<file path="config.mk">
export PLATFORM = sky130hd
export DESIGN_NAME = bus_trace_dumper
export DESIGN_NICKNAME = d
export VERILOG_FILES = /design/src/rtl/bus_debug_pkg.sv /design/src/rtl/hex_ascii_digit.sv /design/src/rtl/bus_trace_dumper.sv
export SDC_FILE = /design/constraint.sdc
export NUM_CORES = 1
export LEC_CHECK = 0
export ABC_AREA = 0
export CAP_MARGIN = 20
export CORE_UTILIZATION = 24
export DETAILED_ROUTE_END_ITERATION = 12
export PLACE_DENSITY = 0.53
export SKIP_CTS_REPAIR_TIMING = 1
export SLEW_MARGIN = 0
export SYNTH_ARGS = -nofsm -noshare
export SYNTH_HDL_FRONTEND = slang
export SYNTH_SLANG_ARGS = --single-unit
</file>
<file path="constraint.sdc">
create_clock -name comm_clock -period 12.62 [get_ports comm_clock]
set_input_delay 2.524 -clock comm_clock [delete_from_list [all_inputs] [get_ports comm_clock]]
set_output_delay 2.524 -clock comm_clock [all_outputs]
set_load 0.005 [all_outputs]
</file>
<file path="src/rtl/bus_debug_pkg.sv">
// Shared definitions for the bus trace dumper: record layout, ASCII constants,
// default sync byte and the dump state encoding.
package bus_debug_pkg;

  localparam logic [7:0] ASCII_SPACE       = 8'h20;
  localparam logic [7:0] ASCII_CR          = 8'h0D;
  localparam logic [7:0] ASCII_LF          = 8'h0A;
  localparam logic [7:0] ASCII_R           = 8'h52;
  localparam logic [7:0] ASCII_W           = 8'h57;
  localparam logic [7:0] DEFAULT_SYNC_BYTE = 8'hA5;

  typedef enum logic [2:0] {
    ST_IDLE,
    ST_FETCH,
    ST_FILTER,
    ST_EMIT,
    ST_DONE
  } dump_state_e;

  // Record is {read_write, address, data}
  function automatic int unsigned rec_width(input int unsigned bw);
    return 2 * bw + 1;
  endfunction

  function automatic int unsigned rw_bit(input int unsigned bw);
    return 2 * bw;
  endfunction

  function automatic int unsigned addr_lsb(input int unsigned bw);
    return bw;
  endfunction

  function automatic int unsigned data_lsb(input int unsigned bw);
    return 0 * bw;
  endfunction

  // Hex line: addr digits, space, data digits, space, R/W, CR, LF
  function automatic int unsigned ascii_len(input int unsigned bw);
    return 2 * (bw / 4) + 5;
  endfunction

  // Sync byte plus the record rounded up to whole bytes
  function automatic int unsigned raw_len(input int unsigned bw);
    return (rec_width(bw) + 7) / 8 + 1;
  endfunction

endpackage

</file>
<file path="src/rtl/hex_ascii_digit.sv">
// Converts one nibble to its uppercase ASCII hex character.
module hex_ascii_digit (
  input  logic [3:0] nibble_i,
  output logic [7:0] ascii_o
);

  assign ascii_o = (nibble_i < 4'd10) ? 8'(8'h30 + 8'(nibble_i))
                                      : 8'(8'h37 + 8'(nibble_i));

endmodule

</file>
<file path="src/rtl/bus_trace_dumper.sv">
// Drains snooped bus records and serialises them as ASCII hex lines or raw
// binary frames, with address filtering, record limit and abort.
module bus_trace_dumper
  import bus_debug_pkg::*;
#(
  parameter int unsigned BITWIDTH    = 32,
  parameter int unsigned COUNT_WIDTH = 16,
  parameter logic [7:0]  SYNC_BYTE   = DEFAULT_SYNC_BYTE
) (
  input  logic                   comm_clock,
  input  logic                   reset,
  input  logic                   dump_start,
  input  logic                   dump_abort,
  input  logic                   mode_raw,
  input  logic [BITWIDTH-1:0]    filter_match,
  input  logic [BITWIDTH-1:0]    filter_mask,
  input  logic [COUNT_WIDTH-1:0] max_records,
  input  logic                   in_valid,
  output logic                   in_ready,
  input  logic [2*BITWIDTH:0]    in_data,
  input  logic                   in_empty,
  output logic                   out_valid,
  input  logic                   out_ready,
  output logic [7:0]             out_data,
  output logic                   busy,
  output logic                   dump_end,
  output logic [COUNT_WIDTH-1:0] records_sent,
  output logic                   led
);

  localparam int unsigned REC_W     = rec_width(BITWIDTH);
  localparam int unsigned RW_BIT    = rw_bit(BITWIDTH);
  localparam int unsigned ADDR_LSB  = addr_lsb(BITWIDTH);
  localparam int unsigned DATA_LSB  = data_lsb(BITWIDTH);
  localparam int unsigned NDIG      = BITWIDTH / 4;
  localparam int unsigned ASCII_LEN = ascii_len(BITWIDTH);
  localparam int unsigned RAW_LEN   = raw_len(BITWIDTH);
  localparam int unsigned RAW_BYTES = RAW_LEN - 1;
  localparam int unsigned RAW_W     = RAW_BYTES * 8;
  localparam int unsigned PAD       = RAW_W - REC_W;
  localparam int unsigned MAX_LEN   = (ASCII_LEN > RAW_LEN) ? ASCII_LEN : RAW_LEN;
  localparam int unsigned IDX_W     = $clog2(MAX_LEN);

  dump_state_e            state_q;
  logic                   raw_q;
  logic [BITWIDTH-1:0]    match_q;
  logic [BITWIDTH-1:0]    mask_q;
  logic [COUNT_WIDTH-1:0] limit_q;
  logic                   abort_q;
  logic [REC_W-1:0]       rec_q;
  logic [IDX_W-1:0]       idx_q;
  logic                   in_ready_q;
  logic                   out_valid_q;
  logic [7:0]             out_data_q;
  logic                   busy_q;
  logic                   dump_end_q;
  logic [COUNT_WIDTH-1:0] sent_q;

  logic [BITWIDTH-1:0]    addr_c;
  logic [BITWIDTH-1:0]    data_c;
  logic                   rw_c;
  logic [RAW_W-1:0]       rec_pad_c;
  logic [IDX_W-1:0]       sel_idx_c;
  logic [IDX_W-1:0]       last_idx_c;
  logic [31:0]            sel_w;
  logic [3:0]             nib_c;
  logic [7:0]             digit_c;
  logic [7:0]             byte_c;
  logic [COUNT_WIDTH-1:0] sent_inc_c;
  logic                   pass_c;

  assign rw_c       = rec_q[RW_BIT];
  assign addr_c     = rec_q[ADDR_LSB +: BITWIDTH];
  assign data_c     = rec_q[DATA_LSB +: BITWIDTH];
  // Raw frames are MSB-aligned; the pad bits sit at the tail of the last byte
  assign rec_pad_c  = RAW_W'(rec_q) << PAD;
  assign sel_idx_c  = (state_q == ST_EMIT) ? IDX_W'(idx_q + IDX_W'(1)) : '0;
  assign last_idx_c = raw_q ? IDX_W'(RAW_LEN - 1) : IDX_W'(ASCII_LEN - 1);
  assign sel_w      = 32'(sel_idx_c);
  assign sent_inc_c = (&sent_q) ? sent_q : COUNT_WIDTH'(sent_q + 1'b1);
  assign pass_c     = ((addr_c ^ match_q) & mask_q) == '0;

  always_comb begin
    nib_c = '0;
    if (sel_w < NDIG) nib_c = 4'(addr_c >> (4 * (NDIG - 1 - sel_w)));
    else              nib_c = 4'(data_c >> (4 * (2 * NDIG - sel_w)));
  end

  hex_ascii_digit u_digit (
    .nibble_i (nib_c),
    .ascii_o  (digit_c)
  );

  // Byte presented for position sel_idx_c of the current record
  always_comb begin
    byte_c = '0;
    if (raw_q) begin
      if (sel_w == 0) byte_c = SYNC_BYTE;
      else            byte_c = 8'(rec_pad_c >> (8 * (RAW_BYTES - sel_w)));
    end else if (sel_w < NDIG || (sel_w > NDIG && sel_w <= 2 * NDIG)) begin
      byte_c = digit_c;
    end else if (sel_w == NDIG || sel_w == 2 * NDIG + 1) begin
      byte_c = ASCII_SPACE;
    end else if (sel_w == 2 * NDIG + 2) begin
      byte_c = rw_c ? ASCII_R : ASCII_W;
    end else if (sel_w == 2 * NDIG + 3) begin
      byte_c = ASCII_CR;
    end else begin
      byte_c = ASCII_LF;
    end
  end

  always_ff @(posedge comm_clock) begin
    if (reset) begin
      state_q     <= ST_IDLE;
      raw_q       <= 1'b0;
      match_q     <= '0;
      mask_q      <= '0;
      limit_q     <= '0;
      abort_q     <= 1'b0;
      rec_q       <= '0;
      idx_q       <= '0;
      in_ready_q  <= 1'b0;
      out_valid_q <= 1'b0;
      out_data_q  <= '0;
      busy_q      <= 1'b0;
      dump_end_q  <= 1'b0;
      sent_q      <= '0;
    end else begin
      dump_end_q <= 1'b0;
      if (busy_q && dump_abort) abort_q <= 1'b1;
      case (state_q)
        ST_IDLE: begin
          if (dump_start) begin
            raw_q      <= mode_raw;
            match_q    <= filter_match;
            mask_q     <= filter_mask;
            limit_q    <= max_records;
            sent_q     <= '0;
            abort_q    <= 1'b0;
            busy_q     <= 1'b1;
            in_ready_q <= 1'b1;
            state_q    <= ST_FETCH;
          end
        end
        ST_FETCH: begin
          if (in_valid && in_ready_q) begin
            rec_q      <= in_data;
            in_ready_q <= 1'b0;
            state_q    <= ST_FILTER;
          end else if (in_empty || abort_q || dump_abort) begin
            in_ready_q <= 1'b0;
            dump_end_q <= 1'b1;
            state_q    <= ST_DONE;
          end
        end
        ST_FILTER: begin
          if (pass_c) begin
            out_valid_q <= 1'b1;
            out_data_q  <= byte_c;
            idx_q       <= '0;
            state_q     <= ST_EMIT;
          end else begin
            in_ready_q <= 1'b1;
            state_q    <= ST_FETCH;
          end
        end
        ST_EMIT: begin
          if (out_ready) begin
            if (idx_q == last_idx_c) begin
              out_valid_q <= 1'b0;
              sent_q      <= sent_inc_c;
              if ((limit_q != '0 && sent_inc_c == limit_q) || abort_q || dump_abort) begin
                dump_end_q <= 1'b1;
                state_q    <= ST_DONE;
              end else begin
                in_ready_q <= 1'b1;
                state_q    <= ST_FETCH;
              end
            end else begin
              idx_q      <= IDX_W'(idx_q + IDX_W'(1));
              out_data_q <= byte_c;
            end
          end
        end
        ST_DONE: begin
          busy_q  <= 1'b0;
          abort_q <= 1'b0;
          state_q <= ST_IDLE;
        end
        default: state_q <= ST_IDLE;
      endcase
    end
  end

  assign in_ready     = in_ready_q;
  assign out_valid    = out_valid_q;
  assign out_data     = out_data_q;
  assign busy         = busy_q;
  assign dump_end     = dump_end_q;
  assign records_sent = sent_q;
  assign led          = busy_q;

endmodule

</file>
* Word-level counts from Yosys, hierarchy flattened
Cells that the tools add are included.
** Cells by class
- Div/mod/pow operators :: 0
- Order comparisons :: 4
- Multiplexer cells :: 54
- Multiply operators :: 0
- Equality and inequality tests :: 18
- Shifts and indexed selects :: 3
- Add/sub/neg operators :: 7
- Bitwise gates (word level) :: 2
- Reduce and logical (&&, ||, !) cells :: 27
** Operator list (count)
- $shr A72 B32 Y8 :: 1
- $logic_not A32 Y1 :: 2
- $mux W16 :: 4
- $shr A32 B32 Y4 :: 2
- $mux W8 :: 7
- $and A32 B32 Y32 :: 1
- $pmux W16 S2 :: 1
- $xor A32 B32 Y32 :: 1
- $mux W5 :: 5
- $mux W3 :: 8
- $mux W1 :: 17
- $add A16 B1 Y16 const B :: 1
- $eq A16 B16 Y1 :: 1
- $pmux W8 S2 :: 1
- $reduce_and A16 Y1 :: 1
- $reduce_and A4 Y1 :: 4
- $reduce_bool A16 Y1 :: 1
- $eq A5 B5 Y1 const B :: 3
- $add A6 B4 Y7 const A :: 2
- $mux W7 :: 2
- $ne A2 B2 Y1 const B :: 6
- $pmux W3 S4 :: 1
- $pmux W5 S2 :: 1
- $pmux W1 S2 :: 4
- other kinds (25) :: 38
** Storage, ports and cells
- Logic and storage cells :: 129
- Memories :: 0
- Bits in latches :: 0
- Memory bits (read-only) :: 0
- Flip-flop bits (word level) :: 183
- RAM bits :: 0
- Output and inout bits :: 29
- Bits of input ports :: 153

* Longest topological paths before layout
- Depth in word-level cells :: 12
- Mapped depth :: 19
- Gate-level depth less buffers :: 16

* Hierarchy
From an unflattened synthesis, not the netlist that was laid out.
** Second synthesis, totals
- Cell total of the unflattened synthesis :: 1284
- Area, all modules :: 9848.2 µm²
** Modules (own cells, without submodules)
- bus_trace_dumper :: seq. area each 3663.5 µm², times used 1, area each 9741.8 µm², cells each 1268
- hex_ascii_digit :: seq. area each 0.0 µm², times used 1, area each 106.4 µm², cells each 16

* Least setup slack after synthesis
No wires, ideal clock.
- Kind :: flip-flop to flip-flop
- From :: register idx_q[0]
- To :: register out_data_q[1] (netlist: out_data[1])
- Buffers on the path :: 4
- Setup time :: 78 ps
- Stages on the path, launching flop included :: 20
- Required time :: 12542 ps
- Setup slack :: 8392 ps
- Clock period less this slack :: 4228 ps
- Arrival :: 4151 ps
- Path through :: dfxtp_1 > nand4bb_1 > buf_2 > buf_2 > buf_2 > clkbuf_1 > ha_1 > o21ai_2 > nor2_1 > ha_1 > o21ai_0 > a21o_1 > a211o_1 > o41ai_4 > inv_1 > ha_1 > a31oi_1 > a21oi_1 > o311a_1 > nor3_1
** Between the ends
- Cells in the longest elaborated chain, start to end :: 12
- Elaborated cells on any way between the ends :: 37
- Classes of those cells :: add/sub (6); order compare (4); eq/ne (6); shift (3); mux (13); reduce/logical (5)
** Ends and longest elaborated chain
- from (decl) :: line bus_trace_dumper.sv:51 : logic [IDX_W-1:0] idx_q;
- from (signal assigned) :: line bus_trace_dumper.sv:181 : idx_q <= IDX_W'(idx_q + IDX_W'(1));
- $add A5 B1 Y5 :: line bus_trace_dumper.sv:77 : assign sel_idx_c = (state_q == ST_EMIT) ? IDX_W'(idx_q + IDX_W'(1)) : '0;
- $mux W5 :: line bus_trace_dumper.sv:77
- $sub A5 B5 Y6 or $sub A3 B5 Y6 (tied branches) :: line bus_trace_dumper.sv:86, bus_trace_dumper.sv:85
- $shr A32 B32 Y4 (on tied branches) :: line bus_trace_dumper.sv:86, bus_trace_dumper.sv:85
- $mux W4 :: line bus_trace_dumper.sv:85 : if (sel_w < NDIG) nib_c = 4'(addr_c >> (4 * (NDIG - 1 - sel_w)));
- $add A6 B4 Y7 (tied with other cells) :: line hex_ascii_digit.sv:8 : : 8'(8'h37 + 8'(nibble_i));
- $mux W8 :: line hex_ascii_digit.sv:7 : assign ascii_o = (nibble_i < 4'd10) ? 8'(8'h30 + 8'(nibble_i))
- $mux W8 :: line bus_trace_dumper.sv:100 : end else if (sel_w < NDIG || (sel_w > NDIG && sel_w <= 2 * NDIG)) begin
- $mux W8 :: line bus_trace_dumper.sv:97 : if (raw_q) begin
- $mux W8 :: line bus_trace_dumper.sv:170 : if (idx_q == last_idx_c) begin
- $mux W8 :: line bus_trace_dumper.sv:169 : if (out_ready) begin
- $pmux W8 S2 :: line bus_trace_dumper.sv:132 : case (state_q)
- to (signal assigned) :: line bus_trace_dumper.sv:160 : out_data_q <= byte_c;
- to (signal assigned) :: line bus_trace_dumper.sv:182 : out_data_q <= byte_c;
- to (decl) :: line bus_trace_dumper.sv:54 : logic [7:0] out_data_q;
Several ways; a longest one is shown, not always the timed one. The select of a mux whose other input is x is not followed.
A chain may end at the register's enable or synchronous reset.

* Final worst setup path
Ends and elaborated chain as after synthesis.

==> metrics.md <==
| Metric | Value |
|---|---|
| Synth Instances | `1,328` |
| CP Buf/Inv Count | `2` |
| Routed wire length | `36,000 um` |
| Largest net degree at the start of global routing | `99` |
| Max-cap violations | `0` |
| Most frequent CP cell | `ha_1` |
| Via density per instance | `4.99` |
| Grt ovf | `0` |
| Worst VDD drop | `62.5 uV` |
| DRC | `0` |
| Layout area overhead | `27.9%` |
| Final HPWL DP | `26,800 um` |
| Final Hold Violating Endpoints | `0` |
| Drt pass-1 iters | `6` |
| Multi-input logic area | `5900 um^2` |
| Worst setup EP type | `flop` |
| CP max stage delay | `610 ps` |
| Ys async rst share | `0%` |
| Worst slack at placement | `7730 ps` |
| Slew headroom | `28.0%` |
| Fin crit period | `4950 ps` |
| Die H | `206 um` |
| RD Place Congestion | `0.910` |
| Worst EP arrival | `5310 ps` |
| CTS tree | `done` |
| Root Driver | `clkbuf_16` |
| Netlist cell types | `81` |
| FF+latch area | `3660 um^2` |
| CP Max Fanout | `20` |
| Slowest cell on crit path | `ha_1` |
| Number of synthesized register bits | `183` |
| Number of global-route vias before repair | `9,384` |
| Fillers | `4,456` |
| Most used DFF post-synth | `dfxtp_1` |
| Mapped Nets | `1,491` |
| Antenna violation net count after detailed routing | `0` |
| Via count | `9,941` |
| CP startpoint kind | `flop` |
| Die W | `206 um` |
| Starting DRT DRC Count | `800` |
| Cell Area, Synth | `9990 um^2` |
| Synthesis warning total | `0` |
| Worst-Skew Late Latency | `450 ps` |
| Post-layout net count | `1,612` |
| Clk_skew | `9.31 ps` |
| Routed WL per cell | `18.1 um` |
| Peak Freq | `202 MHz` |
| Seq/Total Area, Yosys | `36.7%` |
| CP Depth | `17` |
| Tcrit/Tclk final | `39.2%` |
| Total number of H-tree levels | `4` |
| Gr usage total | `16.9%` |
| Setup TNS | `0 ps` |
| EDFF count, synth | `0` |
| Outcome | `finished clean` |
| Clock transition at the registers of the reported paths | `80 ps` |
| Hold slack | `457 ps` |
| Die area | `42,400 um^2` |
| Share of layout cells above drive strength 1 | `5.20%` |
| Worst reg2reg path depth | `17` |
| RSZ-0062 raised after global routing | `false` |
| Antenna violations before repair | `1` |
| Mean Syn Cell Area | `7.52 um^2` |
| Worst Hold Depth | `2` |
| WS Path Type | `flop to flop` |
| Num CTS Buffers | `17` |
| Min-Delay Path Class | `flop to flop` |
| Setup violators final | `0` |
| Num Clock Sinks | `183` |
| Leak pwr | `4.51 nW` |
| CP Data Required Time | `12,980 ps` |
| Core Area | `40,900 um^2` |
| Initial Utilization | `24.4%` |
| Worst Tran Pin Value | `1080 ps` |
| Largest buffer count on any clock path | `2` |
| IO Port Bufs | `181` |
| Num rows | `74` |
| First-pass GRT wire length | `54,900 um` |
| Crit path max-delay family | `compound AO/OA/AOI/OAI gates` |
| CP Cell Sequence | `ha_1 > nand4b_1 > buf_4 > ha_1 > o21ai_2 > nor2_1 > ha_1 > o21ai_0 > a21o_1 > a211o_1 > o41ai_4 > inv_1 > ha_1 > a31oi_1 > a21oi_1 > o311a_1 > nor3_1` |
| Io pins | `182` |
| P per Cell Area | `117 nW/um^2` |
| Max Slew Vio Count | `0` |
| Final setup margin | `7670 ps` |
-- cell usage in the layout, fill, tap and decap left out, types with 11 or more instances in the layout --
master	netlist	layout
clkbuf_16	0	17
xor2_1	45	45
nor2_1	52	51
mux2i_1	32	32
o21ai_0	28	28
and3_1	12	12
dfxtp_1	183	183
a22oi_1	19	19
nand4_1	14	14
xnor2_1	12	12
inv_1	14	14
nand2_1	380	380
nand3_1	32	31
o21ai_1	11	11
a21oi_1	201	201
clkdlybuf4s50_1	0	180
nor3_1	13	13
-- worst reg2reg max path, stage by stage, from the launching register on --
cell	delay, ps
dfxtp_1	560
ha_1	380
nand4b_1	120
buf_4	260
ha_1	620
o21ai_2	220
nor2_1	200
ha_1	150
o21ai_0	70
a21o_1	190
a211o_1	360
o41ai_4	600
inv_1	100
ha_1	320
a31oi_1	140
a21oi_1	90
o311a_1	340
nor3_1	160
-- metrics by stage --
stage	total power [mW]	util (%)	area [um^2]	cells
2_1_floorplan	0.836	-	9990	1328
3_3_place_gp	0.965	29.7	12200	1961
3_5_place_dp	0.968	29.7	12200	1961
4_1_cts	1.52	31.2	12800	1992
5_1_grt	1.58	31.2	12800	1993
6_report	1.50	31.2	12800	1994
-- cell type report --
class | instances | share of cell area, %
clock buffers | 18 | 3.44
clock inverters | 13 | 1.14
diodes | 1 | 0.0196
well taps | 532 | 5.21
repair buffers | 191 | 14.8
multi-input cells | 1039 | 46.2
inverters | 17 | 0.500
flip-flops and latches | 183 | 28.7
-- report_power, final --
group	internal (mW)	leakage, nW	switching (mW)
Combinational	0.126	2.74	0.158
Clock	0.287	0.291	0.258
Sequential	0.621	1.49	0.0454
-- registers in the layout, indices dropped and copies added (netlist names) --
register and cells:
abort_q 1, busy 1, dump_end 1, idx_q 5, in_ready 1, limit_q 16
mask_q 32, match_q 32, out_data 8, out_valid 1, raw_q 1, rec_q 65
records_sent 16, state_q 3
-- cells in the mapped netlist, types with 14 or more instances --
master / count / share of area (%)
nand3_1: 32 / 1.6
a21oi_1: 201 / 10
xor2_1: 45 / 3.9
a22oi_1: 19 / 1.4
nand2_1: 380 / 14
nor2_1: 52 / 2.0
dfxtp_1: 183 / 37
clkbuf_1: 68 / 2.6
mux2i_1: 32 / 3.2
o21ai_0: 28 / 1.4
inv_1: 14 / 0.53
nand4_1: 14 / 0.88
-- per-layer routing --
layer | global-route usage, % | up-vias | share of wire (%)
met5 | 0 | - | 0
met4 | 4.86 | 0 | 1.5
met1 | 23.7 | 4746 | 47
met2 | 26.5 | 287 | 46
met3 | 2.54 | 28 | 5.3
li1 | - | 4880 | -
-- cells by family (layout without fill, tap and decap cells) --
logic type | Yosys count | in the layout | share of synthesized area (%)
and+or+nand+nor | 572 | 572 | 25.1
AOI/OAI and AO/OA | 352 | 352 | 21.6
DFF | 183 | 183 | 36.7
buffers and inverters | 106 | 239 | 4.40
xor gates and xnor gates | 59 | 59 | 5.32
muxes | 46 | 46 | 5.58
adders and majority gates | 10 | 10 | 1.25
other | 0 | 1 | 0
-- final timing paths --
path / slack (ps) / endpoint / startpoint
worst max-delay path: 7670 / out_data[1] / idx_q[0]
worst min register to register: 460 / mask_q[19] / mask_q[19]
worst min-delay path: 460 / mask_q[19] / mask_q[19]
worst max register to register: 7670 / out_data[1] / idx_q[0]
Note: power is estimated with default switching activity, not from simulation.
